File: src/rtl/alu_operand_loader.sv
// Input stage for the 4-bit board ALU: synchronises and debounces the load
// and clear buttons, then sequences operand A, operand B and the opcode
// into held registers, flagging out_valid once a complete entry is present.
module alu_operand_loader #(
   parameter int DEBOUNCE_CYCLES = 4,
   parameter int CNT_W           = 24
) (
   input  logic       clk,
   input  logic       rst,
   input  logic [3:0] sw_data,
   input  logic [2:0] sw_op,
   input  logic       btn_load,
   input  logic       btn_clear,
   output logic [3:0] a_out,
   output logic [3:0] b_out,
   output logic [2:0] op_out,
   output logic       out_valid,
   output logic [1:0] state_out
);

   localparam logic [1:0] S_A    = 2'd0;
   localparam logic [1:0] S_B    = 2'd1;
   localparam logic [1:0] S_OP   = 2'd2;
   localparam logic [1:0] S_DONE = 2'd3;

   localparam logic [CNT_W-1:0] CNT_MAX = CNT_W'(DEBOUNCE_CYCLES - 1);

   // Button lanes: bit 0 is load, bit 1 is clear.
   localparam int unsigned BTN_LOAD  = 0;
   localparam int unsigned BTN_CLEAR = 1;

   logic [1:0]       s1_q;
   logic [1:0]       s2_q;
   logic [1:0]       deb_q;
   logic [1:0]       deb_d;
   logic [1:0]       deb_dly_q;
   logic [CNT_W-1:0] cnt_q [2];
   logic [CNT_W-1:0] cnt_d [2];
   logic [1:0]       press;

   logic [1:0]       state_q, state_d;
   logic [3:0]       a_q, a_d;
   logic [3:0]       b_q, b_d;
   logic [2:0]       op_q, op_d;
   logic             valid_q, valid_d;

   // Debounce: accept a new level only after it persists for DEBOUNCE_CYCLES edges.
   always_comb begin
      deb_d = deb_q;
      for (int unsigned i = 0; i < 2; i++) begin
         cnt_d[i] = '0;
         if (s2_q[i] != deb_q[i]) begin
            if (cnt_q[i] == CNT_MAX) begin
               deb_d[i] = s2_q[i];
            end else begin
               cnt_d[i] = cnt_q[i] + CNT_W'(1);
            end
         end
      end
   end

   // Two-flop synchronisers, debounced levels, counters and edge history.
   always_ff @(posedge clk) begin
      if (rst) begin
         s1_q      <= '0;
         s2_q      <= '0;
         deb_q     <= '0;
         deb_dly_q <= '0;
         cnt_q[0]  <= '0;
         cnt_q[1]  <= '0;
      end else begin
         s1_q      <= {btn_clear, btn_load};
         s2_q      <= s1_q;
         deb_q     <= deb_d;
         deb_dly_q <= deb_q;
         cnt_q[0]  <= cnt_d[0];
         cnt_q[1]  <= cnt_d[1];
      end
   end

   // One-cycle pulse per accepted rising level; releases give no pulse.
   assign press = deb_q & ~deb_dly_q;

   // Entry sequencer: clear takes priority over a coincident load.
   always_comb begin
      state_d = state_q;
      a_d     = a_q;
      b_d     = b_q;
      op_d    = op_q;
      valid_d = valid_q;
      if (press[BTN_CLEAR]) begin
         state_d = S_A;
         a_d     = '0;
         b_d     = '0;
         op_d    = '0;
         valid_d = 1'b0;
      end else if (press[BTN_LOAD]) begin
         case (state_q)
            S_A: begin
               a_d     = sw_data;
               state_d = S_B;
            end
            S_B: begin
               b_d     = sw_data;
               state_d = S_OP;
            end
            S_OP: begin
               op_d    = sw_op;
               valid_d = 1'b1;
               state_d = S_DONE;
            end
            default: begin
               a_d     = sw_data;
               valid_d = 1'b0;
               state_d = S_B;
            end
         endcase
      end
   end

   // Operand, opcode, valid and state registers.
   always_ff @(posedge clk) begin
      if (rst) begin
         state_q <= S_A;
         a_q     <= '0;
         b_q     <= '0;
         op_q    <= '0;
         valid_q <= 1'b0;
      end else begin
         state_q <= state_d;
         a_q     <= a_d;
         b_q     <= b_d;
         op_q    <= op_d;
         valid_q <= valid_d;
      end
   end

   assign a_out     = a_q;
   assign b_out     = b_q;
   assign op_out    = op_q;
   assign out_valid = valid_q;
   assign state_out = state_q;

endmodule

File: config.mk
export PLATFORM = sky130hd
export DESIGN_NAME = alu_operand_loader
export DESIGN_NICKNAME = d
export VERILOG_FILES = /design/src/rtl/alu_operand_loader.sv
export SDC_FILE = /design/constraint.sdc
export NUM_CORES = 1
export LEC_CHECK = 0
export CORE_AREA = 3 3 87 89
export CTS_BUF_LIST = sky130_fd_sc_hd__clkbuf_8 sky130_fd_sc_hd__clkbuf_16
export DETAILED_ROUTE_END_ITERATION = 6
export DIE_AREA = 0 0 90 92
export PLACE_DENSITY_LB_ADDON = 0.3
export SLEW_MARGIN = 20
export SYNTH_ARGS = -nofsm -noshare
export SYNTH_HDL_FRONTEND = slang
export SYNTH_SLANG_ARGS = --single-unit
export TNS_END_PERCENT = 100
File: constraint.sdc
create_clock -name clk -period 5.91 [get_ports clk]
set_input_delay 1.182 -clock clk [delete_from_list [all_inputs] [get_ports clk]]
set_output_delay 1.182 -clock clk [all_outputs]
set_load 0.01 [all_outputs]
# [Word-level counts from Yosys, hierarchy flattened]
# Memories as Yosys holds them, arrays and structs flattened.
# Cells that the tools add are included.
[op_classes] n_addsub=2 eq_ne=6 n_mux=11 bitwise=6 reduce_logical=10
[op_table] op="$mux 24" n=6
[op_table] op="$add 24x1->24 const B" n=2
[op_table] op="$eq 24x2->1 const B" n=2
[op_table] op="$reduce_and 2->1" n=6
[op_table] op="$reduce_or 2->1" n=3
[op_table] op="$pmux 2 s2" n=1
[op_table] op="$mux 1" n=3
[op_table] op="$and 2x2->2" n=1
[op_table] op="$eq 2x1->1 const B" n=1
[op_table] op="$eq 2x2->1 const B" n=1
[op_table] op="$logic_not 2->1" n=1
[op_table] op="$ne 1x1->1" n=2
[op_table] op="$not 1->1" n=2
[op_table] op="$not 2->2" n=1
[op_table] op="$or 1x1->1" n=2
[op_table] op="$pmux 1 s2" n=1
[word_totals] reg_bits=22 ram_bits=48 out_inout_bits=14 word_cells=46 memories=1
[mem_list] memory="cnt_q" words=2 width=24 rd=2 rd_ports_with_merged_regs=0 write_ports=2 line_no="37" source="logic [CNT_W-1:0] cnt_q [2];"

# [Depth between registers and ports, before layout]
# Gate-level depths: netlist (run 1).
[depth] depth_word=4 mapped_depth=6

# [Least setup slack after synthesis (run 1)]
# No wires, ideal clock.
[synth_timing] path_kind="input -> register" from="input port rst" to="memory cnt_q[0][11]" arrival_time_ns=2.057 required_time_ns=5.782 slack_ns=3.725 path_stages=5 path_buffers=2 path_cell_list="clkbuf_1 > nor2_1 > o21ai_1 > clkbuf_1 > nor2_1"
[synth_lines] element="start: declaration" line_no="9" source="input logic rst,"
[synth_lines] element="end: declaration" line_no="37"

# [Worst setup path in the final report (run 1)]
[layout_timing] from="register state_q[0] (netlist: state_out[0])" to="output port state_out[0]"
[layout_lines] element="start: declaration" line_no="41" source="logic [1:0] state_q, state_d;"
[layout_lines] element="start signal: assignment" line_no="130" source="state_q <= state_d;"
[layout_lines] element="end: declaration" line_no="18" source="output logic [1:0] state_out"
# No word-level cell between the ends.

==> impl_metrics.tcl, run 1 <==
set metrics [dict create \
    syn_inst 355 \
    clockBufferDepth 2 \
    synth_area_um2 3060 \
    fin_crit_sh_pct 42.64 \
    layout.filler_cells 696 \
    maxCapViolations 0 \
    first_pass_iters 4 \
    synth_top_area_share_pct 45.79 \
    wl_um 6063 \
    finalPower_uw 957.4 \
    postRouteAntennaNets 0 \
    grt_use_total_pct 15.13 \
    critPathMaxStageDelay_ns 0.58 \
    grt_pass1_wl_um 10380 \
    synth_most_common_cell "dfxtp_1" \
    reg2regPathDepth 5 \
    setup_tns_ns 0 \
    synth_common_cells "dfxtp_1, nor2_1, a21oi_1, nand2_1, nand3_1" \
    hold_depth 1 \
    antenna_cells 0 \
    gp_congestion 0.7543 \
    fp.dieW_um 90 \
    cp_slowest_cell "clkdlybuf4s50_1" \
    max_freq_mhz 396.8 \
    fin_area_um2 3628 \
    status "complete, no violations" \
    numClockSinks 70 \
    seqCellArea_um2 1401 \
    cts_setup_buffers 0 \
    grt_max_degree 25 \
    r2r-start "cnt_q[0][24]" \
    initial_core_util_pct 44.80 \
    overflow 0 \
    synth_warnings 0 \
    start_kind "flop" \
    fin_skew_ns 0.006819 \
    vias 2557 \
    ioPinCount 25 \
    antenna_found_initial 0 \
    fp-row-count 30 \
    path_cells "clkdlybuf4s50_1" \
    multiInputGateArea_um2 1568 \
    holdWs_ns 0.4438 \
    cp_max_fo 5 \
    slew_headroom_pct 50.09 \
    via_per_inst 5.338 \
    pwr_density_cell_nw_per_um2 263.9 \
    clk_latency_ns 0.34 \
    post-route-min-period_ns 2.520 \
    yosysTopAreaCell "dfxtp_1" \
    cts_made_buffers 9 \
    cts_resized 0 \
    holdBufCountCts 0 \
    peakVddDrop_uv 121.5 \
    wl_per_cell_um 12.66 \
    avgSynthCellArea_um2 8.621 \
    grt_pass1_vias 2286 \
    core_area_um2 6832 \
    min_from "s1_q[1]" \
    critPathTopFamily "buffers and inverters" \
    synth_edf_count 0 \
    syn-num-nets 372 \
    clockRootBuffer "clkbuf_8" \
    whs_endpoint "s2_q[1]" \
    syn2layout_area_growth_pct 18.56 \
    cp.arrival_ns 1.34 \
    regToRegEndpoint "cnt_q[0][46]" \
    ys_seq_elements 70 \
    fin_nets 395 \
    maxSlewViolCount 0 \
    hold_viol 0 \
    r2r_slack_ns 3.62 \
    drtIter0Drc 167 \
    crit_type "flop to output port" \
    synthDistinctLibCells 30 \
    ys_seq_area_share_pct 45.79 \
    synth.area.top_cells "dfxtp_1, nor2_1, a21oi_1, xnor2_1, nand3_1" \
    worstMarginPinSlew_ns 0.7471 \
    setup_viol 0 \
    dp_hpwl_um 4081 \
    rsz0062_at_grt "false" \
    async_flop_share_pct 0 \
    worst-path-buf-inv 1 \
    crit_required_ns 4.73 \
    cp-end-kind "output port" \
    final_util_pct 53.11 \
    port_buffers 24 \
    p_leak_nw 1.097 \
    hp-class "flop to flop" \
    drive_above_1_share_pct 5.222 \
    clk_pin_slew_ns 0.07 \
    chipHeight_um 92 \
    placedInstanceArea_um2 3382 \
    dieArea_um2 8280 \
    drc 0 \
    cts_tree "yes" \
    h-tree-depth 3 \
    synth_ff_type "dfxtp_1" \
]
sequential cells by signal, indices dropped and copies added (netlist names):
register / count
out_valid: 1
deb_q: 2
op_out: 3
a_out: 4
deb_dly_q: 2
cnt_q: 48
s1_q: 2
state_out: 2
s2_q: 2
b_out: 4
routing by layer:
layer	share of wire (%)	vias to the layer above	GRT usage [%]
met5	0	-	0
met4	1.5	0	6.378
met3	3.5	9	4.430
met2	46	46	23.46
met1	50	1179	19.66
li1	-	1323	-
per-stage QoR:
stage | worst slack, ns | cells
2_1_floorplan | 3.725 | 355
3_3_place_gp | 3.395 | 463
3_5_place_dp | 3.349 | 463
4_1_cts | 3.376 | 479
5_1_grt | 3.307 | 479
6_report | 3.390 | 479
cells by family after synthesis:
kind of cell             after synthesis  synth area share, %
AO/OA/AOI/OAI                         52                9.649
XOR/XNOR                              28                8.013
adder cells (fa/ha/maj)                6                2.453
buffers and inverters                 24                2.984
flip-flops                            70                45.79
multiplexers                           5                1.635
AND/OR/NAND/NOR                      170                29.48
worst max-delay path by stage:
stage | startpoint | endpoint | slack [ns] | depth (start not counted)
after detailed placement | rst | cnt_q[0][47] | 3.35 | 5
final | state_out[0] | state_out[0] | 3.39 | 1
after global routing | state_out[0] | state_out[0] | 3.31 | 1
after global placement | rst | a_out[3] | 3.39 | 3
after floorplan | rst | cnt_q[0][11] | 3.73 | 5
after CTS | state_out[0] | state_out[0] | 3.38 | 1
final cells by class:
| type | instances | share of cell area, % |
|---|---|---|
| multi-input combinational | 261 | 43.21 |
| sequential | 70 | 38.62 |
| timing repair buffer | 26 | 7.034 |
| clock buffer | 10 | 3.793 |
| tap | 96 | 3.310 |
| clock inverter | 6 | 3.000 |
| inverter | 10 | 1.034 |
where the power goes:
group          switching (mW)  internal (mW)  total (mW)
clock network           0.177          0.291       0.468
logic                 0.00726        0.00803      0.0153
registers            0.000888          0.473       0.474
placed cells by master, fill, tap and decap left out, types with 3 or more instances in the layout:
cell and instances:
a21oi_1 28, and4_1 8, bufinv_16 3, clkbuf_8 10, clkdlybuf4s50_1 24, dfxtp_1 70, ha_1 6, inv_1 10
mux2i_1 5, nand2_1 28, nand3_1 23, nand4_1 15, nor2_1 42, nor2b_1 7, nor3_1 7, nor4_1 11
o21ai_0 8, o31ai_1 12, or3_1 9, or4_1 13, xnor2_1 16, xor2_1 12
Note: power is estimated with default switching activity, not from simulation.
==> run 2: changes to the inputs <==
- clock period: 5.91 -> 2.1 ns (I/O delays scaled with it)
==> run 2 against run 1 <==
Effect of this change: cell count increased by 1.3%; critical path depth increased by 3; combinational power increased to 2.9 times the previous value; die area unchanged; utilization unchanged; via count increased by 3.0%; worst hold slack improved by 0.0013 ns; largest cell class unchanged.
==> impl_metrics.tcl, run 2 (same netlist as run 1, synthesis figures left out) <==
set metrics [dict create \
    cts_tree "yes" \
    cp_slowest_cell "or3_1" \
    clockRootBuffer "clkbuf_8" \
    drive_above_1_share_pct 6.941 \
    postLayoutSetupSlackWorst_ns 0.1338 \
    status "complete, no violations" \
    rsz0062_at_grt "false" \
    antenna_found_initial 0 \
    most-common-layout-cells "dfxtp_1, nor2_1, nand2_1, a21oi_1, clkdlybuf4s50_1" \
    clk_pin_slew_ns 0.08 \
    holdBufCountCts 0 \
    wl_per_cell_um 12.73 \
    via_per_inst 5.429 \
    grt_use_total_pct 15.82 \
    port_buffers 24 \
    fin_crit_sh_pct 93.63 \
    post-route-min-period_ns 1.966 \
    core_area_um2 6832 \
    final_common_cell "dfxtp_1" \
    first_pass_iters 4 \
    pwr_density_cell_nw_per_um2 674.1 \
    hp-class "flop to flop" \
    clockBufferDepth 2 \
    dp_hpwl_um 4283 \
    clk_latency_ns 0.35 \
    grt_pass1_vias 2473 \
    slew_headroom_pct 67.40 \
    drc 0 \
    h-tree-depth 3 \
    antenna_cells 0 \
    maxSlewViolCount 0 \
    r2r-start "cnt_q[0][5]" \
    instances_no_fill 485 \
    syn2layout_area_growth_pct 18.56 \
    cts_resized 0 \
    fin_nets 401 \
    setup_tns_ns 0 \
    cts_made_buffers 9 \
    fin_skew_ns 0.01068 \
    initial_core_util_pct 44.80 \
    fp-row-count 30 \
    wl_um 6173 \
    regMostFlops "cnt_q" \
    ioPinCount 25 \
    crit_required_ns 2.38 \
    cp_max_fo 11 \
    pre_cts_ws_ns 0.1539 \
    post-place-cells 469 \
    peakVddDrop_uv 312.0 \
    numClockSinks 70 \
    chipHeight_um 92 \
    vias 2633 \
    setup_viol 0 \
    cp.arrival_ns 2.25 \
    critPathMaxStageDelay_ns 0.53 \
    cts_setup_buffers 0 \
    gp_congestion 0.7735 \
    crit_type "flop to flop" \
    maxCapViolations 0 \
    hold_viol 0 \
    grt_pass1_wl_um 10920 \
    dieArea_um2 8280 \
    finalPower_mw 2.446 \
    grt_max_degree 25 \
    startpoint "cnt_q[0][5]" \
    holdWs_ns 0.4451 \
    largest_reg_flops 48 \
    cp-end-kind "flop" \
    max_freq_mhz 508.6 \
    p_leak_nw 1.088 \
    postRouteAntennaNets 0 \
    path_cells "nand4_1 -> or3_1 -> or4_1 -> a21oi_1" \
    overflow 0 \
    min_from "s1_q[1]" \
    fp.dieW_um 90 \
    drtIter0Drc 151 \
    start_kind "flop" \
    worstMarginPinSlew_ns 0.4845 \
]
## run 2: layout make-up
cell class | count | area (um^2)
Clock buffer | 9 | 123.9
Clock inverter | 7 | 73.82
Fill cell | 673 | 3203
Inverter | 10 | 37.54
Multi-Input combinational cell | 261 | 1572
Sequential cell | 70 | 1401
Tap cell | 96 | 120.1
Timing Repair Buffer | 32 | 300.3
## run 2: layer usage
layer	wire (um)	vias to the layer above	part of all wire, %	global-route usage, %
met5	0	-	0	0
met4	98	0	1.6	7.270
met3	270	11	4.4	4.922
met2	2896	60	47	24.77
met1	2907	1224	47	19.98
li1	-	1338	-	-
## run 2: path summary, 6_finish.rpt
check / to / slack (ns) / cells after the start
hold reg to reg: s2_q[1] / 0.45 / 1
setup / recovery: cnt_q[0][23] / 0.13 / 4
setup reg to reg: cnt_q[0][23] / 0.13 / 4
hold / removal: s2_q[1] / 0.45 / 1
## run 2: worst max-delay path, delay by kind of cell (launching register included)
family           cells  cell delay, ns
AO/OA/AOI/OAI        1            0.15
flip-flops           1            0.45
AND/OR/NAND/NOR      3            1.30
## run 2: power breakdown
group | leakage (nW) | switching (mW) | internal (mW)
sequential | 0.565 | 0.00241 | 1.33
clock | 0.0879 | 0.519 | 0.549
combinational | 0.436 | 0.0211 | 0.0238
total | 1.09 | 0.542 | 1.90
## run 2: per-stage QoR
stage / cell area [um^2] / utilization (%)
6_report: 3628 / 53.11
5_1_grt: 3628 / 53.11
4_1_cts: 3625 / 53.06
3_5_place_dp: 3427 / 50.16
3_3_place_gp: 3427 / 50.16
2_1_floorplan: 3060 / -
